==> src/rtl/switch_gpio_responder.sv <==
// Memory-mapped switch input port: 2-flop synchronizer, per-bit debounce,
// sticky write-1-to-clear rising-edge flags and a maskable interrupt.
module switch_gpio_responder #(
  parameter int unsigned N_SW            = 10,
  parameter logic [31:0] BASE_ADDR       = 32'h0000_0400,
  parameter int unsigned DEBOUNCE_CYCLES = 50000
) (
  input  logic            clk,
  input  logic            nreset,
  input  logic [N_SW-1:0] switches,
  input  logic            MemWrite,
  input  logic [31:0]     DataAdr,
  input  logic [31:0]     WriteData,
  output logic [31:0]     ReadData,
  output logic            hit,
  output logic            irq
);

  localparam int unsigned      CNT_W    = $clog2(DEBOUNCE_CYCLES);
  localparam logic [CNT_W-1:0] CNT_TERM = CNT_W'(DEBOUNCE_CYCLES - 1);

  localparam logic [1:0] REG_DATA = 2'd0;
  localparam logic [1:0] REG_EDGE = 2'd1;
  localparam logic [1:0] REG_RAW  = 2'd2;
  localparam logic [1:0] REG_MASK = 2'd3;

  logic [N_SW-1:0]  sync_q;
  logic [N_SW-1:0]  raw_q;
  logic [N_SW-1:0]  data_q, data_d;
  logic [N_SW-1:0]  edge_q, edge_d;
  logic [N_SW-1:0]  mask_q, mask_d;
  logic [CNT_W-1:0] cnt_q [N_SW];
  logic [CNT_W-1:0] cnt_d [N_SW];

  logic [31:0]      offset_c;
  logic [1:0]       reg_sel_c;
  logic             wr_en_c;
  logic [N_SW-1:0]  wr_bits_c;
  logic [N_SW-1:0]  rise_c;
  logic [N_SW-1:0]  clr_c;
  logic             unused_bits_c;

  // Window decode on the offset from base, so any word-aligned base works.
  assign offset_c  = DataAdr - BASE_ADDR;
  assign hit       = (offset_c[31:4] == 28'd0);
  assign reg_sel_c = offset_c[3:2];
  assign wr_en_c   = MemWrite & hit;
  assign wr_bits_c = WriteData[N_SW-1:0];

  generate
    if (N_SW < 32) begin : g_unused_wide
      assign unused_bits_c = ^{offset_c[1:0], WriteData[31:N_SW]};
    end else begin : g_unused_full
      assign unused_bits_c = ^offset_c[1:0];
    end
  endgenerate

  // Debounce: count cycles RAW disagrees with DATA; accept at terminal count.
  always_comb begin
    data_d = data_q;
    cnt_d  = '{default: '0};
    for (int unsigned i = 0; i < N_SW; i++) begin
      if (raw_q[i] != data_q[i]) begin
        if (cnt_q[i] == CNT_TERM) begin
          data_d[i] = raw_q[i];
        end else begin
          cnt_d[i] = cnt_q[i] + CNT_W'(1);
        end
      end
    end
  end

  // Edge flags: new rises are ORed in after the clear, so a set wins.
  always_comb begin
    rise_c = data_d & ~data_q;
    clr_c  = '0;
    mask_d = mask_q;
    if (wr_en_c && (reg_sel_c == REG_EDGE)) begin
      clr_c = wr_bits_c;
    end
    if (wr_en_c && (reg_sel_c == REG_MASK)) begin
      mask_d = wr_bits_c;
    end
    edge_d = (edge_q & ~clr_c) | rise_c;
  end

  always_ff @(posedge clk or negedge nreset) begin
    if (!nreset) begin
      sync_q <= '0;
      raw_q  <= '0;
      data_q <= '0;
      edge_q <= '0;
      mask_q <= '0;
      cnt_q  <= '{default: '0};
    end else begin
      sync_q <= switches;
      raw_q  <= sync_q;
      data_q <= data_d;
      edge_q <= edge_d;
      mask_q <= mask_d;
      cnt_q  <= cnt_d;
    end
  end

  // Zero-latency read path, side-effect free.
  always_comb begin
    ReadData = '0;
    if (hit) begin
      case (reg_sel_c)
        REG_DATA: ReadData = 32'(data_q);
        REG_EDGE: ReadData = 32'(edge_q);
        REG_RAW:  ReadData = 32'(raw_q);
        REG_MASK: ReadData = 32'(mask_q);
        default:  ReadData = '0;
      endcase
    end
  end

  assign irq = |(edge_q & mask_q);

endmodule

==> config.mk <==
export PLATFORM = sky130hd
export DESIGN_NAME = switch_gpio_responder
export DESIGN_NICKNAME = d
export VERILOG_FILES = /design/src/rtl/switch_gpio_responder.sv
export SDC_FILE = /design/constraint.sdc
export NUM_CORES = 1
export LEC_CHECK = 0
export CAP_MARGIN = 25
export CORE_AREA = 8 8 180 182
export CTS_BUF_LIST = sky130_fd_sc_hd__clkbuf_4
export DETAILED_ROUTE_END_ITERATION = 10
export DIE_AREA = 0 0 188 190
export PLACE_DENSITY = 0.58
export SYNTH_ARGS = -nofsm -noshare
export SYNTH_HDL_FRONTEND = slang
export SYNTH_SLANG_ARGS = --single-unit
export TNS_END_PERCENT = 10
==> constraint.sdc <==
create_clock -name clk -period 2.5 [get_ports clk]
set_input_delay 0.625 -clock clk [delete_from_list [all_inputs] [get_ports clk]]
set_output_delay 0.625 -clock clk [all_outputs]
set_load 0.005 [all_outputs]
==> summary.md, run 1 <==
| Metric | Value |
|---|---|
| Fmax | `~360 MHz` |
| Initial core utilization | `0.3480` |
| Post-DRT Antenna Nets | `0` |
| Commonest cells after routing, fill and taps aside | `dfrtp_1, nor2_1, clkbuf_4, xnor2_1, nand3_1` |
| Syn Area/Cell | `10.32 µm²` |
| Hold endpoint | `raw_q[1]` |
| CTS tree | `built` |
| Period minus WS final | `around 2.8 ns` |
| Synth warnings | `0` |
| Worst r2r dst | `cnt_q[55]` |
| Commonest non-fill, non-tap cell in the layout | `dfrtp_1` |
| M1 WL | `10360 µm` |
| Post-DP HPWL | `15500 µm` |
| Period utilization | `1.112` |
| First-pass GRT wire length | `between 30000 and 40000 µm` |
| Worst r2r src | `cnt_q[58]` |
| Worst skew pair latency | `around 0.67 ns` |
| Met3 wire len | `around 1200 µm` |
| Final hold violation count | `0` |
| Placed cells | `1448` |
| H-Tree Depth | `2` |
| Vias in the first global route | `around 7700` |
| Cell Area, Synth | `between 10000 and 15000 µm²` |
| Initial antenna violation count | `2` |
| Hold WS | `approximately 0.34 ns` |
| Top sig layer | `met5` |
| Detailed Route WL | `approximately 22000 µm` |
| Non-filler cells, final | `1552` |
| Placer Congestion | `0.7837` |
| Die Height | `between 150 and 200 µm` |
| Critical path arrival | `2.16 ns` |
| RSZ-0062 raised after global routing | `true` |
| Largest net degree at the start of global routing | `71` |
| Gr ovfl total | `0` |
| Cell accounting for the most synthesized area | `dfrtp_1` |
| Die ar. | `around 36000 µm²` |
| Worst setup SP type | `input pin` |
| Max cap viols | `0` |
| Top FF cell, synth | `dfrtp_1` |
| Largest stage delay, worst path | `between 0.4 and 0.5 ns` |
| # rows | `63` |
| Port bufs | `64` |
| Sum of negative setup slack | `-2.976 ns` |
| # IOs | `between 100 and 150` |
| R2R depth | `4` |
| CP required | `1.88 ns` |
| Hold path cells | `0` |
| Setup crit end kind | `primary output` |
| Worst-path fanout max | `4` |
| Failing checks | `negative setup slack` |
| Setup Skew | `around 0.037 ns` |
| Pwr dens | `558.7 nW/µm²` |
| CP max-delay cell | `or3_4` |
| Root Driver | `clkbuf_4` |
| TritonRoute pass-1 iters | `4` |
| Worst slack, placed | `-1.214 ns` |
| Ranking of synthesized cells by area | `dfrtp_1, xnor2_1, nor2_1, xor2_1, nand4_1` |
| Final setup viols | `12` |
| Status | `finished, violations left` |
| Final nets | `between 1000 and 1500` |
| Library cells used by synthesis | `47` |
| Gr usage total | `0.1247` |
| Relative slew slack | `0.6276` |
| Clock Path Buffers | `3` |
| Synthesized flop and latch total | `210` |
| Max-slew violations | `0` |
| Worst setup margin | `-0.2804 ns` |
| DR vias | `about 7600` |
| Leakage | `0.005168 µW` |
| EDFF count, synth | `0` |
| Layout cells sized above 1 | `0.1645` |
| Inserted Clock Buffers | `57` |
| Vias per std cell | `between 4 and 5` |
| CP bufs+invs | `4` |
| FFs w/ async S/R, synth | `1.000` |
| DR iter-0 viols | `430` |
| Chip width | `188 µm` |
| Met2 wire len | `about 10000 µm` |
| VDD IR-drop max | `217.0 µV` |
| Worst min-delay path class | `register to register` |
| Clk sinks | `210` |
| CP delay by family, top | `simple AND/OR/NAND/NOR gates` |
| Hold Startpoint | `sync_q[1]` |
| Kind of critical path | `input pin to primary output` |
| Actual slew at the worst max-slew pin | `approximately 0.56 ns` |
| Gate Count Post-Synth | `991` |
| Core ar. | `just under 30000 µm²` |
| Share of the synthesized area in the top cell type | `0.5136` |
| Reg-to-reg slack, setup | `0.48 ns` |
| Clk slew on worst S/H paths | `0.07 ns` |
| DRC | `0` |
| Sequential fraction of the synthesis area | `0.5136` |
| Worst-path cell chain | `buf_2, nor4_1, nand3_2, or3_4, buf_6, buf_6, nor2b_1, buf_2` |
| Avg WL per Cell | `~14 µm` |
| Area growth from synthesis to layout | `18.63%` |
[cells by family after synthesis]
family | synth area share
simple gates | 0.2421
flops | 0.5136
xor+xnor | 0.1130
compound gates | 0.04843
buf+inv | 0.03608
mux | 0.03412
fa+ha+maj | 0.01223
other cells | 0.0003665
[cell type report]
cell class	count	area [µm²]
Multi-Input combinational cell	727	4751
Inverter	32	120.1
Timing Repair Buffer	94	833.3
Sequential cell	210	5255
Clock buffer	85	638.1
Fill cell	2883	17270
Clock inverter	13	48.80
Tap cell	390	488.0
Antenna cell	1	2.502
[per-stage QoR]
step	util	power [µW]	cell area, µm²
2_1_floorplan	-	3726	10310
3_3_place_gp	0.3893	3946	11440
3_5_place_dp	0.3893	3948	11440
4_1_cts	0.4115	6932	12100
5_1_grt	0.4128	7168	12140
6_report	0.4128	6780	12140
[report_power, final]
group | switching [µW] | internal (µW)
Sequential | 48.1 | 3450
Clock | 1370 | 1530
Combinational | 208 | 164
Total | 1630 | 5150
[repair_timing]
action / 4_1_cts / 5_1_grt
resized for setup: 138 / 13
pin swaps: 14 / 6
cloned: 0 / 0
hold endpoints to repair: 64 / 0
buffers inserted: 4 / 0
hold buffers: 1 / 0
setup endpoints to repair: 12 / 12
[flip-flops by register name (all words and copies together), names as in the netlist]
name,flops
cnt_q,160
data_q,10
edge_q,10
mask_q,10
raw_q,10
sync_q,10
[worst max-delay path by stage]
stage | startpoint | end | cells after the start
2_1_floorplan | DataAdr[13] | ReadData[0] | 5
3_3_place_gp | DataAdr[10] | ReadData[1] | 7
3_5_place_dp | DataAdr[10] | ReadData[6] | 7
4_1_cts | DataAdr[12] | ReadData[5] | 8
5_1_grt | DataAdr[16] | ReadData[7] | 8
6_report | DataAdr[22] | ReadData[5] | 8
[metal layers]
metal,up-vias,GRT usage
met5,-,0
met3,38,0.03076
met4,2,0.04667
met2,143,0.1954
met1,3639,0.1650
li1,3769,-
[cell usage after synthesis (all sizes together), types with 11 or more instances]
cell and instances:
mux2 11, nor4 26, and3 29, a21oi 19
nand4 49, dfrtp 210, nor2b 11, o21ai 20
inv 32, nand3 58, xor2 53, xnor2 79
nand2 52, nor4bb 16, clkbuf 18, or4 11
or3 14, buf 25, nor3 25, nor2 151
Note: power is estimated with default switching activity, not from simulation.
==> run 2, diff against run 1 <==
- CORE_AREA: 8 8 180 182 -> 8 8 162 203
- CTS_CLUSTER_DIAMETER: default -> 100
- DIE_AREA: 0 0 188 190 -> 0 0 170 211
- PLACE_DENSITY: 0.58 -> 0.57
- REMOVE_ABC_BUFFERS: default -> 1
==> run 2 against run 1 <==
  * The flow still finishes with violations (negative setup slack)
  * Non-clock buffer count unchanged
  * Final area up 0.65%
  * Combinational power up 2%
  * Register-to-register slack worse by 0.02 ns
  * Critical endpoint is now ReadData[7]
  * Largest power group unchanged
==> summary.md, run 2 (synthesized netlist as in run 1, its figures left out) <==
| Metric | Value |
|---|---|
| Die Height | `211 µm (was 190 µm)` |
| Worst setup SP type | `input pin (unchanged)` |
| Layout cells sized above 1 | `0.1660 (was 0.1645)` |
| VDD IR-drop max | `273.3 µV (was 217.0 µV)` |
| Vias per std cell | `4.883 (was 4.891)` |
| Vias in the first global route | `8008 (was 7671)` |
| Initial core utilization | `0.3448 (was 0.3480)` |
| Gr ovfl total | `0 (unchanged)` |
| Fin util | `0.4117 (was 0.4128)` |
| H-Tree Depth | `2 (unchanged)` |
| Setup crit end kind | `primary output (unchanged)` |
| Kind of critical path | `input pin to primary output (unchanged)` |
| Status | `finished, violations left (unchanged)` |
| Reg area | `5256 µm² (was 5255 µm²)` |
| Relative slew slack | `0.6476 (was 0.6276)` |
| Max reg flops | `160 (unchanged)` |
| # rows | `71 (was 63)` |
| CTS tree | `built (unchanged)` |
| Critical path arrival | `2.12 ns (was 2.16 ns)` |
| Gr usage total | `0.1296 (was 0.1247)` |
| Worst min-delay path class | `register to register (unchanged)` |
| Clk sinks | `210 (unchanged)` |
| Inserted Clock Buffers | `56 (was 57)` |
| DR iter-0 viols | `363 (was 430)` |
| Max-slew violations | `0 (unchanged)` |
| Leakage | `0.005196 µW (was 0.005168 µW)` |
| DRC | `0 (unchanged)` |
| Period minus WS final | `2.750 ns (was 2.780 ns)` |
| # IOs | `111 (unchanged)` |
| Largest register by flop count | `cnt_q (unchanged)` |
| Area growth from synthesis to layout | `19.40% (was 18.63%)` |
| Post-route cell area | `12220 µm² (was 12140 µm²)` |
| Post-DRT Antenna Nets | `0 (unchanged)` |
| Clk slew on worst S/H paths | `0.05 ns (was 0.07 ns)` |
| Root Driver | `clkbuf_4 (unchanged)` |
| Final hold violation count | `0 (unchanged)` |
| Sum of negative setup slack | `-1.882 ns (was -2.976 ns)` |
| Placed instance area | `11420 µm² (was 11440 µm²)` |
| Worst slack, placed | `-1.116 ns (was -1.214 ns)` |
| Largest net degree at the start of global routing | `63 (was 71)` |
| Commonest non-fill, non-tap cell in the layout | `dfrtp_1 (unchanged)` |
| First-pass GRT wire length | `38970 µm (was 37580 µm)` |
| Failing checks | `negative setup slack (unchanged)` |
| Worst-path fanout max | `4 (unchanged)` |
| Worst skew pair latency | `0.66 ns (was 0.67 ns)` |
| Clock Path Buffers | `3 (unchanged)` |
| TritonRoute pass-1 iters | `4 (unchanged)` |
| Port bufs | `64 (unchanged)` |
| Post-DP HPWL | `15230 µm (was 15500 µm)` |
| DR vias | `7651 (was 7591)` |
| Core ar. | `29670 µm² (was 29400 µm²)` |
| Area of the multi-input gates | `4767 µm² (was 4751 µm²)` |
| Pwr dens | `559.2 nW/µm² (was 558.7 nW/µm²)` |
| Worst setup margin | `-0.2500 ns (was -0.2804 ns)` |
| Actual slew at the worst max-slew pin | `0.5273 ns (was 0.5587 ns)` |
| Placer Congestion | `0.7781 (was 0.7837)` |
| Die ar. | `35870 µm² (was 35720 µm²)` |
| Setup Skew | `0.01795 ns (was 0.03654 ns)` |
| Initial antenna violation count | `2 (unchanged)` |
| Final setup viols | `12 (unchanged)` |
| Max cap viols | `0 (unchanged)` |
| Critical Path Start | `DataAdr[30] (was DataAdr[22])` |
| Chip width | `170 µm (was 188 µm)` |
| RSZ-0062 raised after global routing | `true (unchanged)` |
| Final nets | `1208 (was 1209)` |
| Layout filler cell count | `2997 (was 2883)` |
| CP required | `1.88 ns (about the same)` |
| Commonest cells after routing, fill and taps aside | `dfrtp_1, nor2_1, clkbuf_4, xnor2_1, nand3_1 (unchanged)` |
| Detailed Route WL | `22490 µm (was 22200 µm)` |
| Avg WL per Cell | `14.35 µm (was 14.30 µm)` |
| Fmax | `363.6 MHz (was 359.7 MHz)` |
| Hold Startpoint | `sync_q[4] (was sync_q[1])` |
| Period utilization | `1.100 (was 1.112)` |
| Worst r2r src | `cnt_q[58] (unchanged)` |
-- run 2: changes by cell type in the layout (fill, tap and decap cells not counted), sizes merged --
cell | before | now
diode | 1 | 3
clkinv | 11 | 14
clkbuf | 87 | 88
dlygate4sd2 | 4 | 6
bufbuf | 0 | 1
buf | 60 | 57
clkdlybuf4s50 | 23 | 21
-- run 2: area by class of cell --
type	count	share of cell area
timing repair buffer	94	0.07119
clock buffer	84	0.05162
tap	401	0.04107
inverter	32	0.009833
multi-input combinational	727	0.3902
antenna	3	0.0006146
sequential	210	0.4303
clock inverter	16	0.005121
-- run 2: metal layers --
| layer | routed length (µm) | track usage | vias to the layer above |
|---|---|---|---|
| met5 | 0 | 0 | - |
| met4 | 380 | 0.03970 | 0 |
| met3 | 1131 | 0.03384 | 25 |
| met2 | 10620 | 0.2095 | 144 |
| met1 | 10360 | 0.1676 | 3714 |
| li1 | - | - | 3768 |
-- run 2: through the flow --
step	cells	total power (µW)	hold WS [ns]
detailed placement	1454	3940	0.3372
floorplan	969	3691	0.3294
global placement	1454	3936	0.3356
finish	1567	6831	0.3468
CTS	1564	7000	0.3249
global route	1566	7219	0.3318
-- run 2: critical path: stages --
cell and delay, ns:
buf_6 0.09, nor4_2 0.28, nand3_2 0.16, or3_4 0.47, buf_6 0.16, buf_6 0.11, nor2b_1 0.10, buf_2 0.12
-- run 2: final timing paths --
check	to	slack, ns	cells after the start
max in group asynchronous	cnt_q[102]	1.31	3
max	ReadData[7]	-0.25	8
min reg2reg	raw_q[4]	0.35	0
min in group asynchronous	cnt_q[12]	0.47	2
max reg2reg	cnt_q[56]	0.46	4
min	raw_q[4]	0.35	0
-- run 2: timing repair --
| action | in CTS | in global routing |
|---|---|---|
| pin swaps | 13 | 6 |
| hold buffers | 1 | 0 |
| gates cloned | 1 | 0 |
| endpoints found under the setup margin | 12 | 12 |
| endpoints found under the hold margin | 51 | 0 |
| resized for setup | 146 | 10 |
| setup buffers | 8 | 0 |
-- run 2: report_power, final --
group          internal [µW]  total [µW]  switching (µW)
combinational            172         378             206
clock                   1530        2950            1420
sequential              3450        3500            48.5
